==> src/rtl/mem_stage_pkg.sv <==
// Purpose : shared types and helpers for the memory-stage access unit.
// Latency : n/a (types, constants, one combinational helper).
// Backpr. : n/a.
// Contents: mem_state_t FSM encoding, access-size codes SZ_*, calc_wstrb().
package mem_stage_pkg;

    typedef enum logic [2:0] {
        ST_IDLE,
        ST_REQ,
        ST_WAIT,
        ST_HOLD,
        ST_DRAIN
    } mem_state_t;

    // log2 of the access size in bytes
    localparam logic [1:0] SZ_B = 2'd0;
    localparam logic [1:0] SZ_H = 2'd1;
    localparam logic [1:0] SZ_W = 2'd2;
    localparam logic [1:0] SZ_D = 2'd3;

    // Byte strobes for an access of 2**size bytes starting at byte lane 'lane'.
    // Returned wide enough for any 64-bit lane/size pair; the caller truncates
    // to its strobe width, which drops bytes that fall past the word boundary.
    function automatic logic [15:0] calc_wstrb(input logic [1:0] size,
                                               input logic [2:0] lane);
        logic [15:0] base;
        case (size)
            SZ_B:    base = 16'h0001;
            SZ_H:    base = 16'h0003;
            SZ_W:    base = 16'h000F;
            default: base = 16'h00FF;
        endcase
        return base << lane;
    endfunction

endpackage

==> src/rtl/mem_load_formatter.sv <==
// Purpose : extracts a load result from an aligned cache word (shift, mask, extend).
// Latency : purely combinational.
// Backpr. : none; output follows inputs.
// Ports   : rdata (cache word), lane (byte offset), size (log2 bytes),
//           is_unsigned (zero-extend), data (formatted result).
module mem_load_formatter
    import mem_stage_pkg::*;
#(
    parameter int XLEN   = 64,
    parameter int LANE_W = $clog2(XLEN / 8)
) (
    input  logic [XLEN-1:0]   rdata,
    input  logic [LANE_W-1:0] lane,
    input  logic [1:0]        size,
    input  logic              is_unsigned,
    output logic [XLEN-1:0]   data
);

    logic [XLEN-1:0] ones;
    logic [XLEN-1:0] shifted;
    logic [XLEN-1:0] mask;
    logic            sign;

    // Bytes past the top of the word shift in as zero, so a straddling access
    // reads them as 0. A size wider than the word (D on a 32-bit datapath)
    // falls to the full-width default, i.e. behaves as W.
    always_comb begin
        ones    = '1;
        shifted = rdata >> {lane, 3'b000};
        mask    = ones;
        sign    = shifted[XLEN-1];
        case (size)
            SZ_B: begin
                mask = ones >> (XLEN - 8);
                sign = shifted[7];
            end
            SZ_H: begin
                mask = ones >> (XLEN - 16);
                sign = shifted[15];
            end
            SZ_W: begin
                mask = ones >> (XLEN - 32);
                sign = shifted[31];
            end
            default: ;
        endcase
        data = (shifted & mask) | ((sign && !is_unsigned) ? ~mask : '0);
    end

endmodule

==> src/rtl/mem_stage_access_unit.sv <==
// Purpose : MEM-stage controller: one entry at a time, issues dcache load/store, formats result.
// Latency : load/store in_valid->out_valid 3 cycles with zero-wait cache; non-memory 1 cycle.
// Backpr. : in_ready only in IDLE or HOLD&&out_ready; request held until dc_req_ready; result held until out_ready.
// Ports   : clk/reset (async, active high); in_* EX/MEM entry (valid/ready); flush kills entry;
//           dc_req_* cache request (valid/ready); dc_resp_* cache response; out_* MEM/WB result (valid/ready).
// Option  : define MISALIGN_TRAP_EN to trap misaligned accesses (no request, out_misaligned=1).
module mem_stage_access_unit
    import mem_stage_pkg::*;
#(
    parameter int XLEN   = 64,
    parameter int ADDR_W = 64,
    parameter int STRB_W = XLEN / 8
) (
    input  logic              clk,
    input  logic              reset,
    input  logic              in_valid,
    output logic              in_ready,
    input  logic              in_read,
    input  logic              in_write,
    input  logic [1:0]        in_size,
    input  logic              in_unsigned,
    input  logic [ADDR_W-1:0] in_addr,
    input  logic [XLEN-1:0]   in_store_data,
    input  logic              flush,
    output logic              dc_req_valid,
    input  logic              dc_req_ready,
    output logic              dc_req_write,
    output logic [ADDR_W-1:0] dc_req_addr,
    output logic [XLEN-1:0]   dc_req_wdata,
    output logic [STRB_W-1:0] dc_req_wstrb,
    input  logic              dc_resp_valid,
    input  logic [XLEN-1:0]   dc_resp_rdata,
    output logic              out_valid,
    input  logic              out_ready,
    output logic [XLEN-1:0]   out_load_data,
    output logic              out_misaligned
);

    localparam int LANE_W = $clog2(STRB_W);

    mem_state_t        state_q, state_d;
    logic              read_q, read_d;
    logic [1:0]        size_q, size_d;
    logic              uns_q, uns_d;
    logic [LANE_W-1:0] lane_q, lane_d;
    logic              req_write_q, req_write_d;
    logic [ADDR_W-1:0] req_addr_q, req_addr_d;
    logic [XLEN-1:0]   req_wdata_q, req_wdata_d;
    logic [STRB_W-1:0] req_wstrb_q, req_wstrb_d;
    logic [XLEN-1:0]   load_data_q, load_data_d;
    logic              misaligned_q, misaligned_d;

    logic [LANE_W-1:0] in_lane;
    logic [1:0]        in_eff_size;
    logic              in_is_mem;
    logic              in_mis;
    logic              accept;
    logic              take_entry;
    logic [XLEN-1:0]   fmt_data;

    assign in_lane     = in_addr[LANE_W-1:0];
    // a doubleword on a 32-bit datapath is handled as a word
    assign in_eff_size = (XLEN == 32 && in_size == SZ_D) ? SZ_W : in_size;
    assign in_is_mem   = in_read | in_write;

`ifdef MISALIGN_TRAP_EN
    always_comb begin
        case (in_eff_size)
            SZ_H:    in_mis = in_addr[0];
            SZ_W:    in_mis = |in_addr[1:0];
            SZ_D:    in_mis = |in_addr[2:0];
            default: in_mis = 1'b0;
        endcase
    end
`else
    assign in_mis = 1'b0;
`endif

    // HOLD can hand its slot to a new entry in the same cycle MEM/WB takes the
    // result; flush wins over out_ready, so it also blocks that acceptance.
    assign in_ready = (state_q == ST_IDLE) ||
                      (state_q == ST_HOLD && out_ready && !flush);
    assign accept   = in_valid && in_ready && !flush;

    mem_load_formatter #(
        .XLEN   (XLEN),
        .LANE_W (LANE_W)
    ) u_fmt (
        .rdata       (dc_resp_rdata),
        .lane        (lane_q),
        .size        (size_q),
        .is_unsigned (uns_q),
        .data        (fmt_data)
    );

    always_comb begin
        state_d      = state_q;
        read_d       = read_q;
        size_d       = size_q;
        uns_d        = uns_q;
        lane_d       = lane_q;
        req_write_d  = req_write_q;
        req_addr_d   = req_addr_q;
        req_wdata_d  = req_wdata_q;
        req_wstrb_d  = req_wstrb_q;
        load_data_d  = load_data_q;
        misaligned_d = misaligned_q;
        take_entry   = 1'b0;

        case (state_q)
            ST_IDLE: begin
                if (accept) take_entry = 1'b1;
            end
            ST_REQ: begin
                // once the cache has taken the request its response must be
                // swallowed, hence DRAIN rather than IDLE on a handshake flush
                if (flush)             state_d = dc_req_ready ? ST_DRAIN : ST_IDLE;
                else if (dc_req_ready) state_d = ST_WAIT;
            end
            ST_WAIT: begin
                if (flush) begin
                    // response arriving with the flush is already the one to discard
                    state_d = dc_resp_valid ? ST_IDLE : ST_DRAIN;
                end else if (dc_resp_valid) begin
                    state_d     = ST_HOLD;
                    load_data_d = read_q ? fmt_data : '0;
                end
            end
            ST_HOLD: begin
                if (flush)          state_d = ST_IDLE;
                else if (out_ready) begin
                    if (accept) take_entry = 1'b1;
                    else        state_d    = ST_IDLE;
                end
            end
            ST_DRAIN: begin
                if (dc_resp_valid) state_d = ST_IDLE;
            end
            default: state_d = ST_IDLE;
        endcase

        if (take_entry) begin
            read_d       = in_read;
            size_d       = in_eff_size;
            uns_d        = in_unsigned;
            lane_d       = in_lane;
            req_write_d  = in_write && !in_read;
            req_addr_d   = {in_addr[ADDR_W-1:LANE_W], {LANE_W{1'b0}}};
            req_wdata_d  = in_store_data << {in_lane, 3'b000};
            req_wstrb_d  = STRB_W'(calc_wstrb(in_eff_size, 3'(in_lane)));
            load_data_d  = '0;
            misaligned_d = in_is_mem && in_mis;
            state_d      = (in_is_mem && !in_mis) ? ST_REQ : ST_HOLD;
        end
    end

    always_ff @(posedge clk or posedge reset) begin
        if (reset) begin
            state_q      <= ST_IDLE;
            read_q       <= 1'b0;
            size_q       <= SZ_B;
            uns_q        <= 1'b0;
            lane_q       <= '0;
            req_write_q  <= 1'b0;
            req_addr_q   <= '0;
            req_wdata_q  <= '0;
            req_wstrb_q  <= '0;
            load_data_q  <= '0;
            misaligned_q <= 1'b0;
        end else begin
            state_q      <= state_d;
            read_q       <= read_d;
            size_q       <= size_d;
            uns_q        <= uns_d;
            lane_q       <= lane_d;
            req_write_q  <= req_write_d;
            req_addr_q   <= req_addr_d;
            req_wdata_q  <= req_wdata_d;
            req_wstrb_q  <= req_wstrb_d;
            load_data_q  <= load_data_d;
            misaligned_q <= misaligned_d;
        end
    end

    assign dc_req_valid   = (state_q == ST_REQ);
    assign dc_req_write   = req_write_q;
    assign dc_req_addr    = req_addr_q;
    assign dc_req_wdata   = req_wdata_q;
    assign dc_req_wstrb   = req_wstrb_q;
    assign out_valid      = (state_q == ST_HOLD);
    assign out_load_data  = load_data_q;
    assign out_misaligned = misaligned_q;

endmodule

==> config.mk <==
export PLATFORM = sky130hd
export DESIGN_NAME = mem_stage_access_unit
export DESIGN_NICKNAME = d
export VERILOG_FILES = /design/src/rtl/mem_stage_pkg.sv /design/src/rtl/mem_load_formatter.sv /design/src/rtl/mem_stage_access_unit.sv
export SDC_FILE = /design/constraint.sdc
export NUM_CORES = 1
export LEC_CHECK = 0
export ABC_AREA = 1
export BUFFER_PORTS_ARGS = -buffer_cell sky130_fd_sc_hd__buf_2
export CORE_ASPECT_RATIO = 0.8
export CORE_UTILIZATION = 45
export CTS_BUF_LIST = sky130_fd_sc_hd__clkbuf_8
export DETAILED_ROUTE_END_ITERATION = 12
export HOLD_SLACK_MARGIN = 0.08
export PLACE_DENSITY = 0.76
export SLEW_MARGIN = 5
export SYNTH_ARGS = -nofsm -noshare
export SYNTH_HDL_FRONTEND = slang
export SYNTH_SLANG_ARGS = --single-unit
==> constraint.sdc <==
create_clock -name clk -period 7.65 [get_ports clk]
set_clock_uncertainty 0.15 [all_clocks]
set_input_delay 2.295 -clock clk [delete_from_list [all_inputs] [get_ports clk]]
set_output_delay 2.295 -clock clk [all_outputs]
set_load 0.02 [all_outputs]
# --- After elaboration in Yosys (flattened, before gate mapping) ---
# Index checks and enable logic that the tools add are counted.
word_totals:
  register_bits: 208
  wordCells: 76
  output_inout_bits: 205
  in_bits: 204
classes:
  muxes: 27
  bitwise: 4
  reduce_logical: 17
  eq_ne: 15
  shifts: 3
ops:
  columns: ["operator", "count"]
  rows:
  - ["64-bit 2-to-1 mux", 6]
  - ["64-bit one-hot mux with 3 select lines", 1]
  - ["64-bit AND", 1]
  - ["64-bit inverter", 1]
  - ["64-bit OR", 1]
  - ["64-bit by 6-bit << shifter with 64-bit output", 1]
  - ["64-bit by 6-bit >> shifter with 64-bit output", 1]
  - ["3-bit 2-to-1 mux", 11]
  - ["8-bit one-hot mux with 3 select lines", 1]
  - ["16-bit 2-to-1 mux", 1]
  - ["16-bit by 3-bit << shifter with 8-bit output", 1]
  - ["3-bit one-hot mux with 5 select lines", 1]
  - ["4-bit by 2-bit != test with 1-bit output (second input constant)", 2]
  - ["3-bit by 2-bit == test with 1-bit output (second input constant)", 2]
  - ["1-bit logical AND", 6]
  - ["6-bit AND reduction", 1]
  - ["2-bit by 1-bit == test with 1-bit output (second input constant)", 2]
  - ["2-bit == test (second input constant)", 2]
  - ["2-bit zero test", 2]
  - ["4-bit by 3-bit != test with 1-bit output (second input constant)", 1]
  - ["4-bit != test (second input constant)", 1]
  - ["2-bit nonzero test", 2]
  - ["3-bit by 1-bit == test with 1-bit output (second input constant)", 1]
  - ["3-bit == test (second input constant)", 1]
  - ["12 further kinds", 16]

# --- Longest topological paths before layout ---
# Gate-level depths: netlist (run 1).
depth:
  ltp_word: 12
  ltp_mapped: 14

# --- By module ---
# From an unflattened synthesis (run 1), not the netlist that was laid out.
unflattened:
  cells_unflattened: 1725
  hier_area_um2: 12069.1
by_module_without_submodules:
  columns: ["module", "area_per_inst_um2", "instances", "cells_each"]
  rows:
  - ["mem_stage_access_unit", 9920.8, 1, 1276]
  - ["mem_load_formatter", 2148.3, 1, 449]

# --- Worst setup path after synthesis (run 1) ---
# No wires, ideal clock.
synth_path:
  path_type: "input-to-output"
  startpoint: "in flush"
  endpoint: "out in_ready"
  slack_ns: 2.618
  t_arrival_ns: 2.587
  path_buffers: 0
  required_ns: 5.205
  path_stages: 3
  path_cell_list: "nor2_2 nand2_2 nand2_2"
synth_between:
  elab_chain_len: 3
synth_rtl:
  columns: ["element", "line", "source"]
  rows:
  - ["from (decl)", "mem_stage_access_unit.sv:24", "input logic flush,"]
  - ["1-bit zero test", "mem_stage_access_unit.sv:82", "(state_q == ST_HOLD && out_ready && !flush);"]
  - ["1-bit logical AND", "mem_stage_access_unit.sv:82", null]
  - ["1-bit logical OR", "mem_stage_access_unit.sv:81", "assign in_ready = (state_q == ST_IDLE) ||"]
  - ["to (decl)", "mem_stage_access_unit.sv:17", "output logic in_ready,"]
# Every way passes these cells.

# --- Final worst setup path (run 1) ---
# Same ends and word-level chain as after synthesis.

==> results.sh, run 1 <==
export IMPL_status="complete, no violations"
export IMPL_nets=2186
export IMPL_end_kind="output pin"
export IMPL_worstReg2RegStart="state_q[0]$_DFFE_PP0P_"
export IMPL_drive_gt1_share_pct=25.5
export IMPL_regToRegSetupSlack_ns=4.02
export IMPL_rsz0062_at_grt="false"
export IMPL_final_cell_mix="658 x nand2_1, 404 x buf_2, 207 x dfrtp_1"
export IMPL_hold_viol_final=0
export IMPL_syn_area_per_cell_um2=7.21
export IMPL_cap_viol_max_count=0
export IMPL_path_max_fanout=4
export IMPL_synth_edf_count=0
export IMPL_total_power_uw=5940
export IMPL_vdd_drop_max_mv=0.201
export IMPL_drt_iter0_markers=826
export IMPL_p_sw_share_pct=49.5
export IMPL_via_count=12600
export IMPL_finalNonFillerCells=2359
export IMPL_clk_pin_slew_ns=0.06
export IMPL_totalWireLength_um=41600
export IMPL_place_inst=2296
export IMPL_seq_power_share_pct=32.4
export IMPL_leakagePower_uw=0.00828
export IMPL_track_usage_pct=30.7
export IMPL_drv_slew=0
export IMPL_reg2reg_to="dc_req_wdata[57]$_DFFE_PP0N_"
export IMPL_drc=0
export IMPL_tns_ns=0
export IMPL_min_period_ns=5.34
export IMPL_overflow=0
export IMPL_crit_family="buffers and inverters"
export IMPL_grt_max_degree=152
export IMPL_cts_buffer_depth=3
export IMPL_worstSetupStartpointType="input pin"
export IMPL_synthFlopType="dfrtp_1"
export IMPL_synthCells=1646
export IMPL_post_cts_resized=0
export IMPL_num_fill_cells=2489
export IMPL_finalSetupViolCount=0
export IMPL_worstHoldEndpoint="dc_req_addr[49]$_DFFE_PP0N_"
export IMPL_crit_type="input pin to output pin"
export IMPL_die_w_um=184
export IMPL_dr_pass1_iters=5
export IMPL_p_sw_uw=2940
export IMPL_pwr_share_comb_pct=51.4
export IMPL_worstMarginPinSlew_ns=1.21
export IMPL_reg2regPathDepth=8
export IMPL_ys_ff_latch=208
export IMPL_dp_hpwl_um=29500
export IMPL_path_cells="buf_2 -> nor2_2 -> nand2_2 -> nand2_2 -> buf_2"
export IMPL_p_int_uw=3000
export IMPL_hold_path_depth=2
export IMPL_worst_path_buf_inv=2
export IMPL_yosysWarnings=0
export IMPL_h_tree_depth=2
export IMPL_ant_nets=0
export IMPL_cts_tree="done"
export IMPL_critPathRequiredTime_ns=5.20
export IMPL_die_area_mm2=0.0270
export IMPL_yosysSeqAreaShare_pct=43.8
export IMPL_mostFrequentLayoutCell="nand2_1"
export IMPL_maxSlewHeadroom_pct=19.2
export IMPL_cp_arrival_ns=2.89
export IMPL_die_y_um=147
export IMPL_slowest_delay_ns=0.17
export IMPL_routabilityCongestion=0.953
export IMPL_cts_setup_buffers=0
export IMPL_yosysUniqueCellTypes=42
export IMPL_async_flop_share_pct=100
export IMPL_netlist_top_cells_area="dfrtp_1 44%, nand2_1 21%, o21ai_0 6.8%"
export IMPL_grt_pass1_wl_um=64900
export IMPL_num_io_pins=409
export IMPL_synth_top_area_share_pct=43.8
export IMPL_cts_made_buffers=35
export IMPL_hp_start="dc_req_addr[49]$_DFFE_PP0N_"
export IMPL_ctsHoldBuffers=0
export IMPL_grt_pass1_vias=12300
export IMPL_cts_root_buf="clkbuf_8"
export IMPL_num_rows=52
export IMPL_io_buffers=404
export IMPL_clockPowerShare_pct=16.2
export IMPL_wl_per_cell_um=17.6
export IMPL_fmax_mhz=187
export IMPL_antenna_found_initial=5
export IMPL_area_growth_pct=21.5
export IMPL_slowest_stage="buf_2"
export IMPL_powerDensity_mw_per_mm2=412
export IMPL_cp_startpoint="flush"
export IMPL_viasPerCell=5.36
export IMPL_cts_sinks=208
export IMPL_hold_path_class="register to register"
export IMPL_core_mm2=0.0256
export IMPL_period_share_pct=69.7
export IMPL_start_util_pct=46.4
export IMPL_syn_area_mm2=0.0119
export IMPL_synth_area_leader_cell="dfrtp_1"
export IMPL_clk_insertion_delay_late_ns=0.54
export IMPL_final_util_pct=56.4
==> cells by family (layout without fill, tap and decap cells) <==
group	after synthesis	in the layout	synth area share [%]
AND/OR/NAND/NOR	864	864	29.8
AO/OA/AOI/OAI	311	311	15.7
buffers and inverters	256	612	10.2
flip-flops	208	208	43.8
multiplexers	6	6	0.506
other	1	7	0.0316
==> worst max-delay path by stage <==
stage	to	cells past startpoint
after floorplan	dc_req_addr[10]$_DFFE_PP0N_	1
after global placement	dc_req_wdata[58]$_DFFE_PP0N_	9
after detailed placement	dc_req_wdata[56]$_DFFE_PP0N_	9
after CTS	in_ready	5
after global routing	in_ready	5
final	in_ready	5
==> power by group through the flow <==
stage	registers, uW	clock network (uW)	logic (uW)
6_report	1930	962	3050
5_1_grt	1970	1030	3350
4_1_cts	1910	982	3050
3_5_place_dp	1910	0	3050
3_3_place_gp	1920	0	2980
2_1_floorplan	2400	0	1610
==> synthesized netlist by cell type (7+ instances only) <==
master / instances
nor2_1: 37
a211oi_2: 7
o21ai_0: 162
inv_1: 129
o22ai_1: 24
a22o_1: 8
clkbuf_1: 40
o221ai_1: 8
o21ai_1: 9
or2_2: 13
o211ai_1: 35
buf_6: 21
nand3_1: 132
nand2_1: 658
a21oi_1: 41
dfrtp_1: 208
buf_2: 46
==> sequential cells by signal, summed over array words and instances, names as in the netlist <==
name	flops
dc_req_addr	61
dc_req_wdata	64
dc_req_write	1
dc_req_wstrb	8
lane_q	3
out_load_data	64
read_q	1
size_q	2
state_q	3
uns_q	1
==> worst min-delay path, delay by kind of cell (launching register included) <==
family / cells / cell delay, ns
flops: 1 / 0.34
simple gates: 2 / 0.10
==> per-stage QoR <==
stage | worst slack (ns) | cell area, um2 | hold WS, ns
detailed placement | 2.16 | 13800 | 0.310
floorplan | 2.50 | 11900 | 0.300
global placement | 2.24 | 13800 | 0.307
CTS | 2.33 | 14400 | 0.326
global route | 2.29 | 14400 | 0.344
finish | 2.31 | 14400 | 0.323
==> metal layers <==
layer  GRT usage (%)  wire length (um)
met2            50.8             19900
met3            8.11              3750
met4            12.2              1530
met1            38.1             16400
met5               0                30
==> area by class of cell <==
class	count	area (um2)	share of cell area, %
antenna	3	7.51	0.0520
clock buffer	42	578	4.01
clock inverter	18	78.8	0.546
inverter	138	529	3.67
multi-input combinational	1185	5480	38.0
sequential	208	5210	36.1
tap	351	439	3.04
timing repair buffer	414	2110	14.6
No activity file was read; power rests on OpenSTA's default activity.
==> run 2: changes to the inputs <==
==> constraint.sdc (replaced) <==
create_clock -name clk -period 4.35 [get_ports clk]
set_clock_uncertainty 0.15 [all_clocks]
set_input_delay 1.305 -clock clk [delete_from_list [all_inputs] [get_ports clk]]
set_output_delay 1.305 -clock clk [all_outputs]
set_load 0.02 [all_outputs]
==> run 2 against run 1 <==
Combinational power rose by 78%. Critical path depth did not move. Core utilization rose by 0.71 points. Sequential power rose by 74%. Non-clock buffer count rose by 10. Die area did not move. Cell area rose by 1.3%. First-iteration DRC count rose by 33%. Worst setup slack got worse by 1.3 ns. Register-to-register slack got worse by 2.4 ns. Global-route usage fell by 0.059 points. Clock-buffer cell count rose by 4. Critical endpoint unchanged. Highest routed layer unchanged.
==> results.sh, run 2 (synthesis results as in run 1) <==
export IMPL_ctsHoldBuffers=0
export IMPL_fmax_mhz=299
export IMPL_totalWireLength_um=41800
export IMPL_via_count=12600
export IMPL_met3_usage_pct=7.88
export IMPL_cts_made_buffers=37
export IMPL_powerDensity_mw_per_mm2=727
export IMPL_start_util_pct=46.4
export IMPL_routabilityCongestion=0.983
export IMPL_hold_path_depth=2
export IMPL_die_area_mm2=0.0270
export IMPL_leakagePower_uw=0.00836
export IMPL_end_kind="output pin"
export IMPL_worstReg2RegStart="lane_q[1]$_DFFE_PP0N_"
export IMPL_regToRegSetupSlack_ns=1.59
export IMPL_grt_max_degree=83
export IMPL_track_usage_pct=30.6
export IMPL_critPathRequiredTime_ns=2.89
export IMPL_drive_gt1_share_pct=26.2
export IMPL_dr_pass1_iters=6
export IMPL_final_cell_mix="658 x nand2_1, 404 x buf_2, 207 x dfrtp_1"
export IMPL_cap_viol_max_count=0
export IMPL_drc=0
export IMPL_vdd_drop_max_mv=0.464
export IMPL_grt_pass1_vias=12200
export IMPL_area_growth_pct=23.1
export IMPL_post_cts_resized=0
export IMPL_num_io_pins=409
export IMPL_worstHoldEndpoint="dc_req_addr[54]$_DFFE_PP0N_"
export IMPL_reg2reg_to="out_load_data[33]$_DFFE_PP0P_"
export IMPL_dp_hpwl_um=30000
export IMPL_nets=2198
export IMPL_drt_iter0_markers=1095
export IMPL_min_period_ns=3.34
export IMPL_grt_util_met1_pct=38.2
export IMPL_total_power_uw=10600
export IMPL_crit_type="input pin to output pin"
export IMPL_clk_pin_slew_ns=0.06
export IMPL_finalSetupViolCount=0
export IMPL_worstMarginPinSlew_ns=1.10
export IMPL_period_share_pct=76.8
export IMPL_path_max_fanout=4
export IMPL_die_w_um=184
export IMPL_use_met2_pct=50.4
export IMPL_io_buffers=404
export IMPL_rsz0062_at_grt="false"
export IMPL_viasPerCell=5.31
export IMPL_hold_path_class="register to register"
export IMPL_whs_ns=0.320
export IMPL_ant_nets=0
export IMPL_reg2regPathDepth=10
export IMPL_cts_sinks=208
export IMPL_cts_setup_buffers=0
export IMPL_core_mm2=0.0256
export IMPL_maxSlewHeadroom_pct=26.7
export IMPL_cts_tree="done"
export IMPL_cp_arrival_ns=1.88
export IMPL_hold_viol_final=0
export IMPL_cts_buffer_depth=3
export IMPL_clk_insertion_delay_late_ns=0.54
export IMPL_drv_slew=0
export IMPL_cts_root_buf="clkbuf_8"
export IMPL_antenna_found_initial=10
export IMPL_h_tree_depth=2
export IMPL_grt_most_used_layer="met2"
export IMPL_hp_start="dc_req_addr[54]$_DFFE_PP0N_"
export IMPL_tns_ns=0
export IMPL_worstSetupStartpointType="input pin"
export IMPL_die_y_um=147
export IMPL_wl_per_cell_um=17.6
export IMPL_mostFrequentLayoutCell="nand2_1"
export IMPL_num_rows=52
export IMPL_overflow=0
export IMPL_grt_pass1_wl_um=64900
export IMPL_status="complete, no violations"
run 2: where the power goes:
group          total (uW)  internal, uW  switching (uW)
combinational        5440          1640            3800
sequential           3350          2780             568
clock                1840           963             874
total               10600          5380            5240
run 2: how the worst max path moves through the flow:
stage / startpoint / endpoint / slack [ns] / cells after the start
2_1_floorplan: reset / dc_req_addr[10]$_DFFE_PP0N_ / 0.19 / 1
3_3_place_gp: flush / in_ready / 1.03 / 5
3_5_place_dp: flush / dc_req_wdata[56]$_DFFE_PP0N_ / 0.99 / 9
4_1_cts: flush / in_ready / 1.01 / 5
5_1_grt: flush / in_ready / 0.96 / 5
6_report: flush / in_ready / 1.01 / 5
run 2: layout make-up:
cell class,count,area (um2)
Timing Repair Buffer,424,2210
Antenna cell,7,17.5
Clock inverter,17,96.3
Sequential cell,208,5210
Clock buffer,46,633
Inverter,138,529
Tap cell,351,439
Fill cell,2524,11000
Multi-Input combinational cell,1185,5480
run 2: metal layers:
layer	wire length, um	part of all wire, %	vias to the layer above
met5	44	0.11	-
met4	1490	3.6	6
met3	4130	9.9	114
met2	19700	47	645
met1	16400	39	5852
li1	-	-	6011
run 2: through the flow:
step | instance area [um2] | worst slack [ns] | util (%) | instances
after floorplan | 11900 | 0.195 | - | 1649
after global placement | 13900 | 1.03 | 54.2 | 2306
after detailed placement | 13900 | 0.989 | 54.2 | 2306
after CTS | 14600 | 1.01 | 57.1 | 2369
after global routing | 14600 | 0.956 | 57.1 | 2372
final | 14600 | 1.01 | 57.1 | 2376
run 2: worst max-delay path, cell delays in order:
cell and delay, ns:
buf_2 0.12, nor2_2 0.13, nand2_2 0.07, nand2_2 0.09, buf_2 0.18
==> run 3: changes to the inputs <==
--- a/config.mk
+++ b/config.mk
@@ -5,14 +5,14 @@
 export SDC_FILE = /design/constraint.sdc
 export NUM_CORES = 1
 export LEC_CHECK = 0
-export ABC_AREA = 1
+export ABC_AREA = 0
 export BUFFER_PORTS_ARGS = -buffer_cell sky130_fd_sc_hd__buf_2
 export CORE_ASPECT_RATIO = 0.8
 export CORE_UTILIZATION = 45
 export CTS_BUF_LIST = sky130_fd_sc_hd__clkbuf_8
 export DETAILED_ROUTE_END_ITERATION = 12
 export HOLD_SLACK_MARGIN = 0.08
-export PLACE_DENSITY = 0.76
+export PLACE_DENSITY = 0.73
 export SLEW_MARGIN = 5
 export SYNTH_ARGS = -nofsm -noshare
 export SYNTH_HDL_FRONTEND = slang
==> constraint.sdc (replaced) <==
create_clock -name clk -period 3.4 [get_ports clk]
set_clock_uncertainty 0.15 [all_clocks]
set_input_delay 1.02 -clock clk [delete_from_list [all_inputs] [get_ports clk]]
set_output_delay 1.02 -clock clk [all_outputs]
set_load 0.02 [all_outputs]
==> run 3 against run 2 <==
Cell count fell by 24%. Sequential power rose by 21%. Clock-buffer cell count rose by 6. Clock power rose by 47%. Largest power group unchanged.
==> results.sh, run 3 <==
export IMPL_period_share_pct=84.6
export IMPL_antenna_found_initial=1
export IMPL_yosysUniqueCellTypes=60
export IMPL_drt_iter0_markers=911
export IMPL_end_kind="output pin"
export IMPL_h_tree_depth=2
export IMPL_cts_sinks=208
export IMPL_hold_viol_final=0
export IMPL_min_period_ns=2.88
export IMPL_overflow=0
export IMPL_start_util_pct=45.7
export IMPL_cts_tree="done"
export IMPL_placed_area_mm2=0.0139
export IMPL_cts_made_buffers=39
export IMPL_syn_area_mm2=0.0115
export IMPL_cp_arrival_ns=1.71
export IMPL_viasPerCell=5.88
export IMPL_core_mm2=0.0252
export IMPL_cts_buffer_depth=3
export IMPL_post_cts_resized=0
export IMPL_routabilityCongestion=0.947
export IMPL_synth_top_area_share_pct=45.1
export IMPL_final_cell_mix="403 x buf_2, 206 x dfrtp_1, 142 x nand2_1"
export IMPL_die_w_um=181
export IMPL_synthTopCellsByCount="208 x dfrtp_1, 142 x nand2_1, 84 x mux2_2"
export IMPL_cap_viol_max_count=0
export IMPL_nets=1647
export IMPL_num_rows=52
export IMPL_totalWireLength_um=37800
export IMPL_fmax_mhz=348
export IMPL_path_max_fanout=3
export IMPL_yosysWarnings=0
export IMPL_drc=0
export IMPL_drive_gt1_share_pct=44.0
export IMPL_grt_max_degree=101
export IMPL_wl_per_cell_um=21.0
export IMPL_num_io_pins=409
export IMPL_status="complete, no violations"
export IMPL_ant_nets=0
export IMPL_hold_path_class="register to register"
export IMPL_syn_area_per_cell_um2=10.8
export IMPL_grt_pass1_vias=10400
export IMPL_vdd_drop_max_mv=0.540
export IMPL_clk_insertion_delay_late_ns=0.51
export IMPL_mostFrequentLayoutCell="buf_2"
export IMPL_drv_slew=0
export IMPL_synthFlopType="dfrtp_1"
export IMPL_dpl_worst_slack_ns=0.251
export IMPL_dr_pass1_iters=5
export IMPL_rsz0062_at_grt="false"
export IMPL_cts_setup_buffers=0
export IMPL_crit_family="buffers and inverters"
export IMPL_path_cells="buf_2 -> and3_1 -> a21oi_1 -> nor2_1 -> buf_2"
export IMPL_tns_ns=0
export IMPL_finish_instance_area_mm2=0.0148
export IMPL_whs_ns=0.321
export IMPL_powerDensity_mw_per_mm2=880
export IMPL_track_usage_pct=28.5
export IMPL_slowest_delay_ns=0.19
export IMPL_slowest_stage="and3_1"
export IMPL_die_area_mm2=0.0263
export IMPL_maxSlewHeadroom_pct=19.2
export IMPL_yosysMostFrequentCell="dfrtp_1"
export IMPL_netlist_top_cells_area="dfrtp_1 45%, mux4_2 9.0%, mux2_2 8.2%"
export IMPL_area_growth_pct=28.0
export IMPL_worst_path_buf_inv=2
export IMPL_crit_path_frequent_cell="buf_2"
export IMPL_synthCells=1068
export IMPL_die_y_um=145
export IMPL_grt_pass1_wl_um=58800
export IMPL_clk_pin_slew_ns=0.06
export IMPL_regToRegSetupSlack_ns=0.64
export IMPL_cts_root_buf="clkbuf_8"
export IMPL_dp_hpwl_um=27800
export IMPL_critPathRequiredTime_ns=2.23
export IMPL_synth_area_leader_cell="dfrtp_1"
export IMPL_ys_ff_latch=208
export IMPL_cp_startpoint="out_ready"
export IMPL_synth_edf_count=0
export IMPL_leakagePower_uw=0.00737
export IMPL_ctsHoldBuffers=0
export IMPL_hp_start="out_load_data[49]$_DFFE_PP0P_"
export IMPL_yosysSeqAreaShare_pct=45.1
export IMPL_crit_type="input pin to output pin"
export IMPL_worstReg2RegStart="lane_q[2]$_DFFE_PP0N_"
export IMPL_via_count=10600
export IMPL_async_flop_share_pct=100
export IMPL_worstSetupStartpointType="input pin"
export IMPL_worstMarginPinSlew_ns=1.20
export IMPL_finalSetupViolCount=0
export IMPL_setup_ws_ns=0.523
export IMPL_io_buffers=404
==> run 3: worst reg2reg max path, delay by kind of cell (launching register included) <==
family	cells	cell delay, ns
compound gates	3	1.54
flops	1	0.65
simple gates	2	0.39
==> run 3: worst paths after layout <==
path / endpoint / cells past startpoint
setup / recovery: in_ready / 5
hold / removal: out_load_data[49]$_DFFE_PP0P_ / 2
setup reg to reg: out_load_data[25]$_DFFE_PP0P_ / 5
hold reg to reg: out_load_data[49]$_DFFE_PP0P_ / 2
max in group asynchronous: dc_req_addr[41]$_DFFE_PP0N_ / 3
min in group asynchronous: out_load_data[48]$_DFFE_PP0P_ / 2
==> run 3: layer usage <==
metal	routed length [um]	GRT usage, %
met1	15400	38.7
met2	16800	42.9
met3	4100	7.58
met4	1560	12.7
met5	0	0
==> run 3: cell type report <==
| class | count | area, um2 |
|---|---|---|
| Clock buffer | 52 | 716 |
| Antenna cell | 1 | 2.50 |
| Sequential cell | 208 | 5210 |
| Multi-Input combinational cell | 749 | 5840 |
| Timing Repair Buffer | 434 | 2400 |
| Clock inverter | 18 | 158 |
| Tap cell | 324 | 405 |
| Inverter | 11 | 45.0 |
| Fill cell | 2157 | 10500 |
==> run 3: power by group <==
part / internal (uW) / switching, uW
clock: 1600 / 1100
combinational: 2430 / 3800
sequential: 3410 / 667
total: 7430 / 5570
==> run 3: kinds of logic (layout without fill, tap and decap cells) <==
group | Yosys count | in the layout | synth area share (%)
simple gates | 237 | 237 | 9.09
mux | 204 | 204 | 23.6
other cells | 1 | 5 | 0.0325
flops | 208 | 208 | 45.1
compound gates | 304 | 304 | 17.7
buf+inv | 114 | 515 | 4.41
==> run 3: per-stage QoR <==
step                cells  total power [uW]  util (%)
floorplan            1071              8250         -
finish               1797             13000      58.5
global route         1797             13700      58.5
detailed placement   1726             10300      55.1
global placement     1726             10200      55.1
CTS                  1796             13000      58.5
